**src/rtl/capsense_pkg.sv**
```systemverilog
// rtl/capsense_pkg.sv - event kind codes and scanner states shared by the capsense event decoder
package capsense_pkg;

    localparam logic [1:0] EVT_PRESS   = 2'd0;
    localparam logic [1:0] EVT_RELEASE = 2'd1;
    localparam logic [1:0] EVT_LONG    = 2'd2;

    typedef enum logic {
        IDLE = 1'b0,
        SCAN = 1'b1
    } scan_state_t;

endpackage

```
**src/rtl/capsense_evt_fifo.sv**
```systemverilog
// rtl/capsense_evt_fifo.sv - synchronous event FIFO; a push into a full FIFO is taken only if a pop frees a slot
module capsense_evt_fifo #(
    parameter int W     = 4,
    parameter int DEPTH = 4
) (
    input  logic         clk_i,
    input  logic         rst_i,
    input  logic         push_i,
    input  logic [W-1:0] wdata_i,
    input  logic         pop_i,
    output logic         full_o,
    output logic         empty_o,
    output logic [W-1:0] rdata_o
);

    localparam int AW = $clog2(DEPTH);

    logic [AW:0]  wptr_q, rptr_q;
    logic [W-1:0] mem_q [DEPTH];
    logic         do_push, do_pop;

    // Extra pointer bit distinguishes full from empty when the indices match.
    assign empty_o = (wptr_q == rptr_q);
    assign full_o  = (wptr_q[AW] != rptr_q[AW]) && (wptr_q[AW-1:0] == rptr_q[AW-1:0]);
    assign do_pop  = pop_i && !empty_o;
    assign do_push = push_i && (!full_o || do_pop);
    assign rdata_o = mem_q[rptr_q[AW-1:0]];

    always_ff @(posedge clk_i) begin
        if (rst_i) begin
            wptr_q <= '0;
            rptr_q <= '0;
            for (int i = 0; i < DEPTH; i++) begin
                mem_q[i] <= '0;
            end
        end else begin
            if (do_push) begin
                mem_q[wptr_q[AW-1:0]] <= wdata_i;
                wptr_q                <= wptr_q + 1'b1;
            end
            if (do_pop) begin
                rptr_q <= rptr_q + 1'b1;
            end
        end
    end

endmodule

```
**src/rtl/capsense_event_decoder.sv**
```systemverilog
// rtl/capsense_event_decoder.sv - debounce, long-press detect and event queue for capsense buttons
// Optional toggle_o output enabled by CAPSENSE_TOGGLE_EN.
module capsense_event_decoder
    import capsense_pkg::*;
#(
    parameter int N            = 4,
    parameter int DEB_SAMPLES  = 3,
    parameter int LONG_SAMPLES = 16,
    parameter int FIFO_DEPTH   = 4
) (
    input  logic                 clk_i,
    input  logic                 rst_i,
    input  logic                 sample_stb_i,
    input  logic [N-1:0]         buttons_i,
    output logic                 evt_valid_o,
    input  logic                 evt_ready_i,
    output logic [$clog2(N)-1:0] evt_btn_o,
    output logic [1:0]           evt_kind_o,
    output logic [N-1:0]         state_o,
    output logic                 overflow_o,
    input  logic                 clear_ovf_i
`ifdef CAPSENSE_TOGGLE_EN
    ,
    output logic [N-1:0]         toggle_o
`endif
);

    localparam int IW = $clog2(N);
    localparam int CW = $clog2(DEB_SAMPLES) + 1;
    localparam int HW = $clog2(LONG_SAMPLES + 1);

    logic [N-1:0]  state_q, rise, fall, long_hit;
    logic [CW-1:0] deb_cnt [N];
    logic [HW-1:0] hold [N];

    logic [N-1:0]  pend_press, pend_rel, pend_long;
    logic [N-1:0]  cons_press, cons_rel, cons_long, rem_all;
    scan_state_t   scan_q, scan_d;
    logic [IW-1:0] idx_q, idx_d;
    logic          push, pop, ovf_set;
    logic [1:0]    push_kind;
    logic          fifo_full, fifo_empty;
    logic [IW+1:0] fifo_rdata;

    // A long press is not reported on the strobe that releases the button.
    always_comb begin
        rise     = '0;
        fall     = '0;
        long_hit = '0;
        for (int i = 0; i < N; i++) begin
            if (sample_stb_i && (buttons_i[i] != state_q[i]) &&
                (deb_cnt[i] == CW'(DEB_SAMPLES - 1))) begin
                rise[i] = buttons_i[i];
                fall[i] = !buttons_i[i];
            end
            long_hit[i] = sample_stb_i && state_q[i] && !fall[i] &&
                          (hold[i] == HW'(LONG_SAMPLES - 1));
        end
    end

    always_ff @(posedge clk_i) begin
        if (rst_i) begin
            state_q <= '0;
            for (int i = 0; i < N; i++) begin
                deb_cnt[i] <= '0;
                hold[i]    <= '0;
            end
        end else if (sample_stb_i) begin
            for (int i = 0; i < N; i++) begin
                if (buttons_i[i] == state_q[i]) begin
                    deb_cnt[i] <= '0;
                end else if (deb_cnt[i] == CW'(DEB_SAMPLES - 1)) begin
                    deb_cnt[i] <= '0;
                    state_q[i] <= buttons_i[i];
                end else begin
                    deb_cnt[i] <= deb_cnt[i] + 1'b1;
                end
                if (rise[i]) begin
                    hold[i] <= '0;
                end else if (state_q[i] && (hold[i] != HW'(LONG_SAMPLES))) begin
                    hold[i] <= hold[i] + 1'b1;
                end
            end
        end
    end

    // Scanner: one event per cycle; idx moves on once its button has nothing left after this cycle.
    always_comb begin
        scan_d     = scan_q;
        idx_d      = idx_q;
        push       = 1'b0;
        push_kind  = EVT_PRESS;
        cons_press = '0;
        cons_long  = '0;
        cons_rel   = '0;
        if (scan_q == SCAN) begin
            if (pend_press[idx_q]) begin
                push              = 1'b1;
                push_kind         = EVT_PRESS;
                cons_press[idx_q] = 1'b1;
            end else if (pend_long[idx_q]) begin
                push             = 1'b1;
                push_kind        = EVT_LONG;
                cons_long[idx_q] = 1'b1;
            end else if (pend_rel[idx_q]) begin
                push            = 1'b1;
                push_kind       = EVT_RELEASE;
                cons_rel[idx_q] = 1'b1;
            end
        end
        rem_all = (pend_press & ~cons_press) | (pend_long & ~cons_long) | (pend_rel & ~cons_rel);
        case (scan_q)
            IDLE: begin
                if (|rem_all) begin
                    scan_d = SCAN;
                    idx_d  = '0;
                end
            end
            SCAN: begin
                if (!rem_all[idx_q]) begin
                    if (idx_q == IW'(N - 1)) begin
                        idx_d = '0;
                        if (!(|rem_all)) begin
                            scan_d = IDLE;
                        end
                    end else begin
                        idx_d = idx_q + 1'b1;
                    end
                end
            end
            default: scan_d = IDLE;
        endcase
    end

    assign pop     = evt_valid_o && evt_ready_i;
    assign ovf_set = (|(rise & pend_press)) || (|(fall & pend_rel)) ||
                     (|(long_hit & pend_long)) || (push && fifo_full && !pop);

    always_ff @(posedge clk_i) begin
        if (rst_i) begin
            scan_q     <= IDLE;
            idx_q      <= '0;
            pend_press <= '0;
            pend_rel   <= '0;
            pend_long  <= '0;
            overflow_o <= 1'b0;
        end else begin
            scan_q     <= scan_d;
            idx_q      <= idx_d;
            pend_press <= (pend_press & ~cons_press) | rise;
            pend_rel   <= (pend_rel & ~cons_rel) | fall;
            pend_long  <= (pend_long & ~cons_long) | long_hit;
            if (ovf_set) begin
                overflow_o <= 1'b1;
            end else if (clear_ovf_i) begin
                overflow_o <= 1'b0;
            end
        end
    end

    capsense_evt_fifo #(
        .W     (IW + 2),
        .DEPTH (FIFO_DEPTH)
    ) u_fifo (
        .clk_i   (clk_i),
        .rst_i   (rst_i),
        .push_i  (push),
        .wdata_i ({idx_q, push_kind}),
        .pop_i   (pop),
        .full_o  (fifo_full),
        .empty_o (fifo_empty),
        .rdata_o (fifo_rdata)
    );

    assign evt_valid_o = !fifo_empty;
    assign evt_btn_o   = fifo_rdata[IW+1:2];
    assign evt_kind_o  = fifo_rdata[1:0];
    assign state_o     = state_q;

`ifdef CAPSENSE_TOGGLE_EN
    always_ff @(posedge clk_i) begin
        if (rst_i) begin
            toggle_o <= '0;
        end else begin
            toggle_o <= toggle_o ^ rise;
        end
    end
`endif

endmodule

```
**config.mk**
```make
export PLATFORM = sky130hd
export DESIGN_NAME = capsense_event_decoder
export DESIGN_NICKNAME = d
export VERILOG_FILES = /design/src/rtl/capsense_pkg.sv /design/src/rtl/capsense_evt_fifo.sv /design/src/rtl/capsense_event_decoder.sv
export SDC_FILE = /design/constraint.sdc
export NUM_CORES = 1
export LEC_CHECK = 0
export ABC_AREA = 1
export BUFFER_PORTS_ARGS = -buffer_cell sky130_fd_sc_hd__clkbuf_2
export CORE_ASPECT_RATIO = 1.5
export CORE_MARGIN = 2
export CORE_UTILIZATION = 50
export CTS_BUF_LIST = sky130_fd_sc_hd__clkbuf_4
export DETAILED_ROUTE_END_ITERATION = 8
export PLACE_DENSITY = 0.76
export SLEW_MARGIN = 25
export SYNTH_ARGS = -nofsm -noshare
export SYNTH_HDL_FRONTEND = slang
export SYNTH_SLANG_ARGS = --single-unit
export TNS_END_PERCENT = 20
```
**constraint.sdc**
```tcl
create_clock -name clk_i -period 2.5 [get_ports clk_i]
set_clock_uncertainty 0.15 [all_clocks]
set_input_delay 0.5 -clock clk_i [delete_from_list [all_inputs] [get_ports clk_i]]
set_output_delay 0.5 -clock clk_i [all_outputs]
set_load 0.05 [all_outputs]
```
==> impl_metrics.csv <==
group,metric,value,unit
status,status,"complete, no violations",
synth,seq_area_frac_synth,47.3,%
grt,grt-ovfl-total,0,
grt,grt_first_pass_wirelength,14.2,mm
clock_network,cts_tree,"done",
clock_network,numCtsBuffers,9,
power_and_ir_drop,pwr_density_cell,542,mW/mm2
routing,drc,0,
layout,nNetsFinal,544,
grt,grtUsageTotal,20.0,%
clock_network,clkLatencyLatePin,0.43,ns
timing,relSlewSlack,65.0,%
routing,drt_wl_total,8.56,mm
timing,setup_tns,0,ns
synth,synth_seq_cells,76,
critical_path,arrival,2.24,ns
synth,muxShareOfSynthArea,0,%
synth,synth-simple-area-share,26.0,%
floorplanning,start_util,50.9,%
clock_network,cts-root-buf,"clkbuf_4",
layout,multiInputGateArea,0.00191,mm2
clock_network,clkSinkCount,76,
clock_network,clk_pin_slew_worst_paths,0.11,ns
synth,synth_cell_types,34,
critical_path,crit_type,"reg -> reg",
layout,diodes,0,
power_and_ir_drop,vdd_drop_max,0.346,mV
grt,antenna_found_initial,0,
layout,drive_gt1_share,18.3,%
floorplanning,die_area,0.00923,mm2
clock_network,cts_setup_buffers,0,
placement,port_buffers,18,
power_and_ir_drop,total_leakage_power,1.92,nW
timing,rsz0062_at_grt,"no",
routing,dr_total_vias,3285,
critical_path,cp-start-kind,"flop",
placement,gp_congestion,0.930,
synth,synth_top_family_by_area,"simple AND/OR/NAND/NOR gates",
timing,final-setup-viol-count,0,
grt,first_global_vias,3206,
synth,syn_area_per_cell,8.89,um2
synth,synth_cells,476,
synth,netlist.area_leader.share,34.1,%
synth,yosys_warnings,0,
critical_path,path_max_fanout,16,
layout,final_cell_mix,"nor2_1 (76), nand2_1 (62), inv_1 (60)",
routing,drt_first_pass_iters,4,
critical_path,endpoint_kind,"flop",
synth,synth_edf_count,48,
grt,grt_max_degree,22,
timing,slew_violations,0,
floorplanning,die_h,117,um
synth,async_reset_ff_share,0,%
clock_network,cts.path.max_buffers,2,
run,max-cap-violations,0,
layout,fin_util,55.4,%
clock_network,htree_levels,3,
floorplanning,placementRows,41,
timing,fin_crit_sh,90.6,%
synth,synthXorXnorAreaFrac,3.10,%
routing,via_per_inst,5.29,
timing,tightest_slew,0.518,ns
floorplanning,core_area,0.00831,mm2
synth,synth_largest_area_cell,"edfxtp_1",
floorplanning,io_pins,19,
routing,wire_per_inst,13.8,um
layout,area_delta_synth_final,8.87,%
synth,netlist_top_cells_area,"edfxtp_1 (34%), dfxtp_1 (13%), ha_1 (7.7%), nor2_1 (6.7%), nand2_1 (5.5%)",
layout,fillCellCount,744,
layout,final_common_cell,"nor2_1",
timing,period_needed,2.27,ns
placement,dpl.hpwl,6.63,mm
synth,synth_area,0.00423,mm2
synth,syn_nets,511,
layout,seqCellArea,0.00200,mm2
min_path,hp-class,"in -> reg",
timing,finalHoldViolations,0,
synth,yosys_most_used_dff,"edfxtp_1",
timing,max_freq,0.441,GHz
synth,synthAdderAreaFrac,7.69,%
routing,first_iter_violations,190,
routing,postRouteAntennaNets,0,
critical_path,cp.required,2.48,ns
floorplanning,die_w,79.1,um
synth,synth-compound-area-share,8.34,%
-- final cells by class --
| type | count | share of cell area, % |
|---|---|---|
| multi-input combinational | 325 | 41.5 |
| sequential | 76 | 43.5 |
| inverter | 65 | 5.46 |
| clock inverter | 4 | 0.435 |
| clock buffer | 12 | 1.96 |
| timing repair buffer | 32 | 4.24 |
| tap | 107 | 2.91 |
-- synthesized netlist by cell type, types with 2 or more instances --
cell	n
nand3_1	36
clkbuf_1	5
a21oi_1	21
nand2_1	62
inv_1	60
buf_6	4
nor2_2	3
nor3b_1	4
a31oi_1	3
o311ai_0	4
nand2_4	2
nand2_2	17
a21oi_2	2
nand4_1	8
dfxtp_1	28
ha_1	26
inv_2	3
edfxtp_1	48
nor2_4	3
o21ai_0	16
xnor2_1	7
o31ai_1	4
xor2_1	8
o22ai_1	8
nor2_1	76
nand3_2	10
-- layer usage --
layer  up-vias  global-route usage (%)  wire length [um]  part of all wire (%)
met5         -                       0                 0                     0
met4         0                    10.7               301                   3.5
met3        23                    4.17               278                   3.2
met2        81                    37.0              4580                    54
met1      1533                    21.0              3390                    40
li1       1648                       -                 -                     -
-- cells by family (layout without fill, tap and decap cells) --
group,count (synthesis),in the layout
flops,76,76
compound gates,60,60
xor+xnor,15,15
buf+inv,75,113
simple gates,224,224
fa+ha+maj,26,26
-- worst max-delay path, stage by stage, from the launching register on --
cell and delay [ns]:
dfxtp_2 0.40, clkinv_4 0.14, nand2_1 0.09, nand3_2 0.09
nand2_4 0.10, nand3_1 0.10, nand2_1 0.08, nor2_2 0.19
inv_2 0.08, nor2_4 0.10, inv_2 0.09, nor2_4 0.11
nand2_2 0.08, nand2_1 0.16
-- sequential cells by signal, summed over array words and instances (netlist names), named ones only --
signal	cells
overflow_o	1
scan_q	1
pend_press	4
u_fifo.wptr_q	3
u_fifo.mem_q	16
u_fifo.rptr_q	3
pend_rel	4
state_o	4
hold	20
pend_long	4
deb_cnt	12
idx_q	2
-- what timing repair did --
item / CTS / global route
gates resized for setup: 0 / 4
endpoints found under the hold margin: 0 / 0
setup endpoints to repair: 0 / 16
hold buffers: 0 / 0
-- stage by stage --
| stage | setup WS [ns] | total power, mW | area, um2 | hold slack [ns] | std cells |
|---|---|---|---|---|---|
| after global placement | 0.134 | 1.87 | 4490 | 0.313 | 605 |
| final | 0.235 | 2.50 | 4610 | 0.192 | 621 |
| after floorplan | 0.371 | 1.78 | 4230 | 0.297 | 476 |
| after global routing | 0.0589 | 2.62 | 4610 | 0.168 | 621 |
| after detailed placement | 0.0618 | 1.89 | 4490 | 0.323 | 605 |
| after CTS | 0.0389 | 2.51 | 4600 | 0.170 | 621 |
-- path summary, 6_finish.rpt --
path	startpoint	to	slack, ns	cells past startpoint
hold reg to reg	u_fifo.rptr_q[2]$_SDFFE_PP0N_	u_fifo.rptr_q[2]$_SDFFE_PP0N_	0.33	2
setup / recovery	idx_q[0]$_SDFFE_PP0P_	u_fifo.mem_q[2][2]$_SDFFCE_PN0P_	0.23	13
hold / removal	clear_ovf_i	overflow_o$_SDFFE_PP0P_	0.19	4
setup reg to reg	idx_q[0]$_SDFFE_PP0P_	u_fifo.mem_q[2][2]$_SDFFCE_PN0P_	0.23	13
-- power breakdown --
part	switching (mW)	internal, mW	leakage [nW]	total [mW]
Sequential	0.0610	1.39	0.733	1.45
Combinational	0.290	0.120	1.11	0.410
Clock	0.401	0.232	0.0708	0.634
Note: power is estimated with default switching activity, not from simulation.
